$ cat src/rtl/keypad_scan_ctrl.sv
// keypad_scan_ctrl: 4x4 keypad scanner with debounce and valid/ack key delivery.
// Ports:
//   clk       - system clock, rising edge
//   reset     - active-low asynchronous reset
//   enable    - scan enable; freezes divider, column rotation and sampling when low
//   row[3:0]  - active-high row sense lines for the strobed column
//   col[3:0]  - one-hot column strobe
//   key_code  - accepted key {col_idx, row_idx}
//   key_valid - key_code available
//   key_ack   - consumer accepts key (transfer when key_valid && key_ack)
//   busy      - high whenever the controller is not scanning
module keypad_scan_ctrl #(
    parameter int unsigned SCAN_DIV = 4,
    parameter int unsigned DEBOUNCE = 3
) (
    input  logic       clk,
    input  logic       reset,
    input  logic       enable,
    input  logic [3:0] row,
    output logic [3:0] col,
    output logic [3:0] key_code,
    output logic       key_valid,
    input  logic       key_ack,
    output logic       busy
);

    localparam int unsigned DIV_W = (SCAN_DIV > 2) ? $clog2(SCAN_DIV) : 1;
    localparam int unsigned CNT_W = 4;

    typedef enum logic [1:0] {
        SCAN    = 2'd0,
        CONFIRM = 2'd1,
        HOLD    = 2'd2,
        RELEASE = 2'd3
    } state_t;

    state_t             state, state_nxt;
    logic [DIV_W-1:0]   div, div_nxt;
    logic [CNT_W-1:0]   cnt, cnt_nxt;
    logic [3:0]         cand, cand_nxt;
    logic [3:0]         col_nxt, code_nxt;
    logic               valid_nxt;

    logic               sample;
    logic [1:0]         col_idx, row_idx;
    logic [3:0]         col_rot;
    logic [CNT_W-1:0]   cnt_inc;
    logic               cnt_done;

    // Sample point: last enabled cycle of the column dwell.
    assign sample   = enable && (div == DIV_W'(SCAN_DIV - 1));
    assign col_rot  = {col[2:0], col[3]};
    assign cnt_inc  = cnt + CNT_W'(1);
    assign cnt_done = (cnt_inc == CNT_W'(DEBOUNCE));

    // One-hot column to index.
    always_comb begin
        col_idx = 2'd0;
        case (col)
            4'b0010: col_idx = 2'd1;
            4'b0100: col_idx = 2'd2;
            4'b1000: col_idx = 2'd3;
            default: col_idx = 2'd0;
        endcase
    end

    // Lowest set row wins when several keys in one column are closed.
    always_comb begin
        row_idx = 2'd0;
        if (row[0])      row_idx = 2'd0;
        else if (row[1]) row_idx = 2'd1;
        else if (row[2]) row_idx = 2'd2;
        else if (row[3]) row_idx = 2'd3;
    end

    // Divider: held at 0 in HOLD so RELEASE starts on a fresh dwell.
    always_comb begin
        div_nxt = div;
        if (state == HOLD)
            div_nxt = '0;
        else if (enable)
            div_nxt = sample ? '0 : div + DIV_W'(1);
    end

    // Next-state and output logic.
    always_comb begin
        state_nxt = state;
        col_nxt   = col;
        cnt_nxt   = cnt;
        cand_nxt  = cand;
        code_nxt  = key_code;
        valid_nxt = key_valid;
        case (state)
            SCAN: begin
                if (sample) begin
                    if (row == 4'd0) begin
                        col_nxt = col_rot;
                    end else begin
                        cand_nxt = {col_idx, row_idx};
                        cnt_nxt  = CNT_W'(1);
                        if (DEBOUNCE == 1) begin
                            code_nxt  = {col_idx, row_idx};
                            valid_nxt = 1'b1;
                            state_nxt = HOLD;
                        end else begin
                            state_nxt = CONFIRM;
                        end
                    end
                end
            end
            CONFIRM: begin
                if (sample) begin
                    if ((row != 4'd0) && ({col_idx, row_idx} == cand)) begin
                        cnt_nxt = cnt_inc;
                        if (cnt_done) begin
                            code_nxt  = cand;
                            valid_nxt = 1'b1;
                            state_nxt = HOLD;
                        end
                    end else begin
                        cnt_nxt   = '0;
                        col_nxt   = col_rot;
                        state_nxt = SCAN;
                    end
                end
            end
            HOLD: begin
                // Row ignored here; only the handshake moves us on.
                if (key_valid && key_ack) begin
                    valid_nxt = 1'b0;
                    cnt_nxt   = '0;
                    state_nxt = RELEASE;
                end
            end
            RELEASE: begin
                if (sample) begin
                    if (row == 4'd0) begin
                        if (cnt_done) begin
                            cnt_nxt   = '0;
                            col_nxt   = col_rot;
                            state_nxt = SCAN;
                        end else begin
                            cnt_nxt = cnt_inc;
                        end
                    end else begin
                        cnt_nxt = '0;
                    end
                end
            end
            default: state_nxt = SCAN;
        endcase
    end

    // State and output registers.
    always_ff @(posedge clk or negedge reset) begin
        if (!reset) begin
            state     <= SCAN;
            div       <= '0;
            cnt       <= '0;
            cand      <= 4'h0;
            col       <= 4'b0001;
            key_code  <= 4'h0;
            key_valid <= 1'b0;
            busy      <= 1'b0;
        end else begin
            state     <= state_nxt;
            div       <= div_nxt;
            cnt       <= cnt_nxt;
            cand      <= cand_nxt;
            col       <= col_nxt;
            key_code  <= code_nxt;
            key_valid <= valid_nxt;
            busy      <= (state_nxt != SCAN);
        end
    end

endmodule

$ cat config.mk
export PLATFORM = sky130hd
export DESIGN_NAME = keypad_scan_ctrl
export DESIGN_NICKNAME = d
export VERILOG_FILES = /design/src/rtl/keypad_scan_ctrl.sv
export SDC_FILE = /design/constraint.sdc
export NUM_CORES = 1
export LEC_CHECK = 0
export CAP_MARGIN = 20
export CORE_MARGIN = 1.5
export CORE_UTILIZATION = 40
export DETAILED_ROUTE_END_ITERATION = 8
export DONT_BUFFER_PORTS = 1
export GPL_ROUTABILITY_DRIVEN = 0
export PLACE_DENSITY = 0.56
export SLEW_MARGIN = 30
export SYNTH_ARGS = -nofsm -noshare
export SYNTH_HDL_FRONTEND = slang
export SYNTH_SLANG_ARGS = --single-unit
$ cat constraint.sdc
create_clock -name clk -period 3.5 [get_ports clk]
set_input_delay 0.525 -clock clk [delete_from_list [all_inputs] [get_ports clk]]
set_output_delay 0.525 -clock clk [all_outputs]
set_load 0.01 [all_outputs]
Yosys cells after proc, flatten, opt, wreduce, memory -nomap -nowiden
Cells that the tools add are included.

operators by class
  reduce and logical (&&, ||, !) cells = 15
  bitwise operators = 1
  equality and inequality tests = 20
  muxes and demuxes = 40
  add/subtract/negate cells = 2

operator list
  operator             number
  $mux 4               15
  $mux 2               16
  $ne 2x2->1 const B   10
  $pmux 4 s4           1
  $pmux 4 s3           1
  $reduce_and 5->1     2
  $eq 4x2->1 const B   2
  $pmux 2 s4           1
  $reduce_and 8->1     1
  $eq 2x2->1 const B   3
  $pmux 2 s3           1
  $reduce_bool 2->1    3
  $add 4x1->4 const B  1
  $eq 4x3->1 const B   1
  $eq 4x4->1           1
  $eq 4x4->1 const B   1
  $logic_not 4->1      1
  $mux 1               4
  $reduce_and 4->1     1
  $reduce_bool 4->1    1
  $logic_and 1x1->1    3
  $reduce_and 3->1     1
  $reduce_bool 3->1    1
  $add 2x1->2 const B  1
  other kinds (5)      5

storage, ports and cells
  input port bits = 8
  output and inout bits = 10
  flip-flop bits (word level) = 22
  word-level logic and storage cells = 86

Depth between registers and ports, before layout
Gate-level depths: netlist of run 1.

  depth in word-level cells = 10
  depth in mapped cells = 8
  mapped depth without buffers = 7

Least setup slack after synthesis of run 1
Ideal clock, no wire load.

  path kind = register to register
  from = register cnt[0]
  to = register key_code[0]
  arrival = 2.377 ns
  clock period less this slack = 2.502 ns
  required time = 3.375 ns
  buffers on the path = 1
  library setup time = 0.125 ns
  slack = 0.998 ns
  cell stages (with the launch flop) = 8
  path through = dfrtp_1 -> ha_1 -> or4b_2 -> o31ai_1 -> nand2_1 -> or3_1 -> buf_6 -> mux2_4

between the ends
  longest elaborated chain between the ends = 3

ends and longest elaborated chain
  item                        line  source
  start, declared             39    logic [CNT_W-1:0] cnt, cnt_nxt;
  start signal, assigned      168   cnt <= cnt_nxt;
  $add 4x1->4                 53    assign cnt_inc = cnt + CNT_W'(1);
  $eq 4x2->1                  54    assign cnt_done = (cnt_inc == CNT_W'(DEBOUNCE));
  $reduce_and 4->1 (no line)  n/a
  end signal, assigned        171   key_code <= code_nxt;
  end, declared               21    output logic [3:0] key_code,

No other way between the ends.
A chain may end at the register's enable or synchronous reset.

Final worst setup path of run 1
Ends and elaborated chain as after synthesis.

==> results.sh, run 1 <==
export IMPL_layout_common_cells="dfrtp_1, nor2_1, nand2_1"
export IMPL_synth_seq_area_share_pct=40.4
export IMPL_core_area_um2=3310
export IMPL_yosys_warnings=0
export IMPL_cpMaxStageDelayCell="or4b_2"
export IMPL_ios=18
export IMPL_syn_nets=142
export IMPL_startpoint_type="flip-flop"
export IMPL_critical_path_class="flip-flop to flip-flop"
export IMPL_h_tree_depth=1
export IMPL_cts_tree="built"
export IMPL_leakagePower_nw=0.628
export IMPL_p_per_area_nw_per_um2=572
export IMPL_required_ns=3.71
export IMPL_outcome="complete, no violations"
export IMPL_synth_edf_count=0
export IMPL_hold_buffers=1
export IMPL_clk_latency_ns=0.31
export IMPL_rsz0062_at_grt="false"
export IMPL_avgSynthCellArea_um2=10.4
export IMPL_grt_max_degree=22
export IMPL_grt_pass1_wl_um=4640
export IMPL_ys_types=50
export IMPL_rows=21
export IMPL_hold_class="input port to asynchronous set/reset pin"
export IMPL_ys_flop_type="dfrtp_1"
export IMPL_num_vias=1041
export IMPL_hold_violations=0
export IMPL_die_height_um=61.4
export IMPL_synth_seq_cells=22
export IMPL_cpLargestDelayFamily="simple AND/OR/NAND/NOR gates"
export IMPL_post_route_drc_count=0
export IMPL_initial_core_util_pct=41.3
export IMPL_regToRegSetupSlack_ns=0.75
export IMPL_max_vdd_ir_drop_mv=0.292
export IMPL_grt_ovfl_total=0
export IMPL_multiInputGateArea_um2=757
export IMPL_layout_commonest_cell="dfrtp_1"
export IMPL_root_buffer="clkbuf_4"
export IMPL_drv_slew=0
export IMPL_groute_usage_overall_pct=16.4
export IMPL_die_w_um=61.4
export IMPL_area_growth_syn_to_layout_pct=6.32
export IMPL_nets=144
export IMPL_seq_area_um2=552
export IMPL_dp_hpwl_um=1980
export IMPL_final_setup_viol_count=0
export IMPL_cts_buffer_depth=2
export IMPL_dp_slack_ns=0.794
export IMPL_worstPathArrival_ns=2.96
export IMPL_fin_crit_sh_pct=78.5
export IMPL_grt_pass1_vias=1039
export IMPL_worst_setup_path_end_kind="flip-flop"
export IMPL_fin_ws_ns=0.754
export IMPL_crit_reg2reg_launch="cnt[0]"
export IMPL_cts_sinks=22
export IMPL_num_antenna_cells=0
export IMPL_vias_per_cell=5.85
export IMPL_drv_cap=0
export IMPL_wl_um=2760
export IMPL_skew_ns=0.00333
export IMPL_path_buf_inv=0
export IMPL_fin_area_um2=1450
export IMPL_async_flop_share_pct=100
export IMPL_fin_util_pct=43.9
export IMPL_design_power_total_mw=0.831
export IMPL_critPathLaunch="cnt[0]"
export IMPL_ant_nets=0
export IMPL_firstDrtPassIters=4
export IMPL_fillers=337
export IMPL_worst_path_largest_cell_delay_ns=0.68
export IMPL_fmax_mhz=364
export IMPL_synthCells=131
export IMPL_cp_max_fo=7
export IMPL_post_dp_cell_area_um2=1390
export IMPL_min_period_ns=2.75
export IMPL_path_cells="ha_1 -> or4b_2 -> o31ai_1 -> nand2_1 -> or3_1 -> mux2_4"
export IMPL_fin_tns_setup_ns=0
export IMPL_drt_iter0_drc=49
export IMPL_port_buffers=0
export IMPL_grt_antenna_before_repair=0
export IMPL_netlist_area_um2=1370
export IMPL_worstMarginPinSlew_ns=0.664
export IMPL_dieArea_um2=3780
export IMPL_drive_gt1_share_pct=18.2
export IMPL_cts_setup_buffers=0
export IMPL_slew_headroom_pct=55.3
export IMPL_numCtsBuffers=3
export IMPL_clk_pin_slew_ns=0.13
export IMPL_cts_resized=0
export IMPL_wire_per_inst_um=15.5
-- synthesized netlist by cell type, types with 2 or more instances --
cell type	count	area [um^2]
mux2_2	4	45.0
dfrtp_1	21	526
nor2_1	10	37.5
o21a_1	2	15.0
o41ai_1	3	26.3
nor3_1	7	35.0
inv_1	5	18.8
nand3b_1	3	22.5
buf_6	2	22.5
a21oi_1	6	30.0
mux2i_1	2	20.0
xnor2_1	2	17.5
a21boi_0	2	15.0
a2111oi_4	2	55.1
nand3_1	3	15.0
xor2_1	2	17.5
a31oi_1	3	18.8
o31ai_1	2	15.0
and3_1	2	12.5
nand2_1	9	33.8
mux2_4	4	60.1
o21ai_0	5	25.0
ha_1	3	37.5
-- path summary, 6_finish.rpt --
| path | endpoint | depth (start not counted) |
|---|---|---|
| max in group asynchronous | col[0] | 1 |
| min | cnt[2] | 1 |
| min in group clk | cand[1] | 2 |
| min reg2reg | div[1] | 2 |
| max reg2reg | key_code[0] | 6 |
| max | key_code[0] | 6 |
-- per-layer routing --
layer | share of wire (%) | wire length [um] | track usage (%)
met1 | 46 | 1260 | 19.4
met2 | 49 | 1360 | 28.9
met3 | 4.3 | 118 | 5.25
met4 | 0.65 | 18 | 3.65
met5 | 0 | 0 | 0
-- cells by family after synthesis --
| family | synth area share, % |
|---|---|
| simple gates | 19.3 |
| mux | 9.16 |
| fa+ha+maj | 2.75 |
| xor+xnor | 2.56 |
| buf+inv | 4.21 |
| flops | 40.4 |
| compound gates | 21.6 |
-- sequential cells by signal (all words and copies together), names as in the netlist --
signal / flops
cand: 4
cnt: 4
col: 4
key_code: 4
div: 2
state: 2
busy: 1
key_valid: 1
-- metrics by stage --
step	hold WS, ns	std cells
after floorplan	0.229	131
after global placement	0.230	172
after detailed placement	0.230	172
after CTS	0.0203	177
after global routing	0.160	178
final	0.153	178
-- power by group --
| part | switching (mW) | internal [mW] | leakage [nW] | total, mW |
|---|---|---|---|---|
| clock | 0.0827 | 0.116 | 0.0279 | 0.198 |
| sequential | 0.0773 | 0.309 | 0.282 | 0.386 |
| combinational | 0.130 | 0.116 | 0.318 | 0.246 |
-- final cells by class --
cell class	count	area share [%]
sequential	22	38.0
clock buffer	3	1.55
inverter	5	1.29
tap	46	3.96
multi-input combinational	99	52.1
clock inverter	1	2.07
timing repair buffer	2	1.03
No activity file was read; power rests on OpenSTA's default activity.
==> run 2: changes to the inputs <==
--- a/config.mk
+++ b/config.mk
@@ -11,7 +11,7 @@
 export DETAILED_ROUTE_END_ITERATION = 8
 export DONT_BUFFER_PORTS = 1
 export GPL_ROUTABILITY_DRIVEN = 0
-export PLACE_DENSITY = 0.56
+export PLACE_DENSITY = 0.58
 export SLEW_MARGIN = 30
 export SYNTH_ARGS = -nofsm -noshare
 export SYNTH_HDL_FRONTEND = slang
==> constraint.sdc (replaced) <==
create_clock -name clk -period 2.3 [get_ports clk]
set_input_delay 0.345 -clock clk [delete_from_list [all_inputs] [get_ports clk]]
set_output_delay 0.345 -clock clk [all_outputs]
set_load 0.01 [all_outputs]
==> results.sh, run 2 (synthesis gave the netlist of run 1 again) <==
export IMPL_port_buffers=0
export IMPL_dieArea_um2=3780
export IMPL_required_ns=2.51
export IMPL_drv_slew=0
export IMPL_numCtsBuffers=3
export IMPL_outcome="complete, no violations"
export IMPL_hold_violations=0
export IMPL_hold_ws_ns=0.182
export IMPL_hold_class="input port to flip-flop"
export IMPL_die_height_um=61.4
export IMPL_skew_ns=0.00231
export IMPL_grt_pass1_vias=1139
export IMPL_worst_setup_path_end_kind="flip-flop"
export IMPL_final_setup_viol_count=0
export IMPL_wl_um=2900
export IMPL_grt_ovfl_total=0
export IMPL_firstDrtPassIters=4
export IMPL_die_w_um=61.4
export IMPL_reg2reg_depth=6
export IMPL_rsz0062_at_grt="false"
export IMPL_wl_met3_um=146
export IMPL_cp_max_fo=5
export IMPL_p_int_mw=0.820
export IMPL_ant_nets=0
export IMPL_startpoint_type="flip-flop"
export IMPL_fin_ws_ns=0.0944
export IMPL_cts_tree="built"
export IMPL_drt_iter0_drc=32
export IMPL_cpMaxStageDelayCell="or4b_4"
export IMPL_cts_sinks=22
export IMPL_root_buffer="clkbuf_4"
export IMPL_p_seq_share_pct=44.4
export IMPL_worstPathArrival_ns=2.41
export IMPL_wl_met1_um=1300
export IMPL_fin_crit_sh_pct=95.9
export IMPL_num_vias=1114
export IMPL_fin_tns_setup_ns=0
export IMPL_worst_path_largest_cell_delay_ns=0.54
export IMPL_ios=18
export IMPL_p_per_area_nw_per_um2=793
export IMPL_vias_per_cell=5.65
export IMPL_wire_per_inst_um=14.7
export IMPL_wl_met2_um=1430
export IMPL_leakagePower_nw=0.728
export IMPL_clk_latency_ns=0.31
export IMPL_h_tree_depth=1
export IMPL_top_layer="met4"
export IMPL_groute_usage_overall_pct=17.6
export IMPL_dp_slack_ns=0.0248
export IMPL_rows=21
export IMPL_max_vdd_ir_drop_mv=0.665
export IMPL_grt_pass1_wl_um=4990
export IMPL_path_cells="ha_2 -> or4b_4 -> o31ai_4 -> nand2_1 -> or3_4 -> mux2_4"
export IMPL_post_route_drc_count=0
export IMPL_dp_hpwl_um=2180
export IMPL_drv_cap=0
export IMPL_switching_share_pct=35.9
export IMPL_fin_util_pct=48.7
export IMPL_hold_path_depth=2
export IMPL_fmax_mhz=453
export IMPL_cts_buffer_depth=2
export IMPL_worstMarginPinSlew_ns=0.519
export IMPL_clk_pin_slew_ns=0.11
export IMPL_critical_path_class="flip-flop to flip-flop"
export IMPL_nets=163
export IMPL_initial_core_util_pct=41.3
export IMPL_layout_commonest_cell="dfrtp_1"
export IMPL_layout_common_cells="dfrtp_1, buf_4, nor2_1"
export IMPL_area_growth_syn_to_layout_pct=18.0
export IMPL_grt_max_degree=23
export IMPL_grt_antenna_before_repair=0
export IMPL_slew_headroom_pct=65.1
export IMPL_drive_gt1_share_pct=31.8
export IMPL_p_sw_mw=0.459
export IMPL_num_antenna_cells=0
export IMPL_min_period_ns=2.21
export IMPL_combPwrFrac_pct=39.1
export IMPL_core_area_um2=3310
export IMPL_clockPowerShare_pct=16.5
-- run 2: what timing repair did --
item,CTS,global route
setup endpoints to repair,0,8
hold buffers,1,1
endpoints found under the hold margin,22,11
setup buffers,0,2
resized for setup,0,2
-- run 2: path summary, 6_finish.rpt --
check	start	endpoint	slack, ns
min	row[0]	cand[1]	0.18
max in group asynchronous	reset	col[0]	1.42
max reg2reg	cnt[1]	key_code[0]	0.09
min reg2reg	div[1]	div[1]	0.54
min in group asynchronous	reset	key_code[3]	0.52
max	cnt[1]	key_code[0]	0.09
-- run 2: cell type report --
| type | count | area, um^2 |
|---|---|---|
| clock buffers | 4 | 36.3 |
| fillers | 330 | 1700 |
| inverters | 5 | 18.8 |
| multi-input cells | 99 | 791 |
| flip-flops and latches | 22 | 552 |
| well taps | 46 | 57.6 |
| repair buffers | 21 | 158 |
-- run 2: stage by stage --
stage	area, um^2	instances	power [mW]
6_report	1610	197	1.28
5_1_grt	1610	197	1.39
3_3_place_gp	1540	189	1.02
2_1_floorplan	1390	131	0.888
3_5_place_dp	1540	189	1.04
4_1_cts	1580	194	1.27
-- run 2: power by group through the flow --
| stage | sequential, mW | clock (mW) | combinational (mW) |
|---|---|---|---|
| floorplan | 0.562 | 0 | 0.327 |
| global placement | 0.569 | 0 | 0.451 |
| detailed placement | 0.575 | 0 | 0.470 |
| CTS | 0.567 | 0.225 | 0.480 |
| global route | 0.583 | 0.240 | 0.564 |
| finish | 0.568 | 0.211 | 0.501 |
-- run 2: metal layers --
| metal | vias to the layer above | track usage (%) |
|---|---|---|
| met4 | 0 | 5.47 |
| met5 | - | 0 |
| li1 | 536 | - |
| met3 | 5 | 5.46 |
| met2 | 24 | 31.3 |
| met1 | 549 | 20.1 |
-- run 2: worst max-delay path: cells and delay by family, from the launching register on --
family / cells / cell delay [ns]
and+or+nand+nor: 3 / 1.07
adders and majority gates: 1 / 0.20
muxes: 1 / 0.31
DFF: 1 / 0.43
AOI/OAI and AO/OA: 1 / 0.09
==> run 3: changes to the inputs <==
--- a/config.mk
+++ b/config.mk
@@ -16,3 +16,4 @@
 export SYNTH_ARGS = -nofsm -noshare
 export SYNTH_HDL_FRONTEND = slang
 export SYNTH_SLANG_ARGS = --single-unit
+export TNS_END_PERCENT = 100
==> results of run 3 <==
No change in the layout: final DEF, timing and power equal those of run 2.
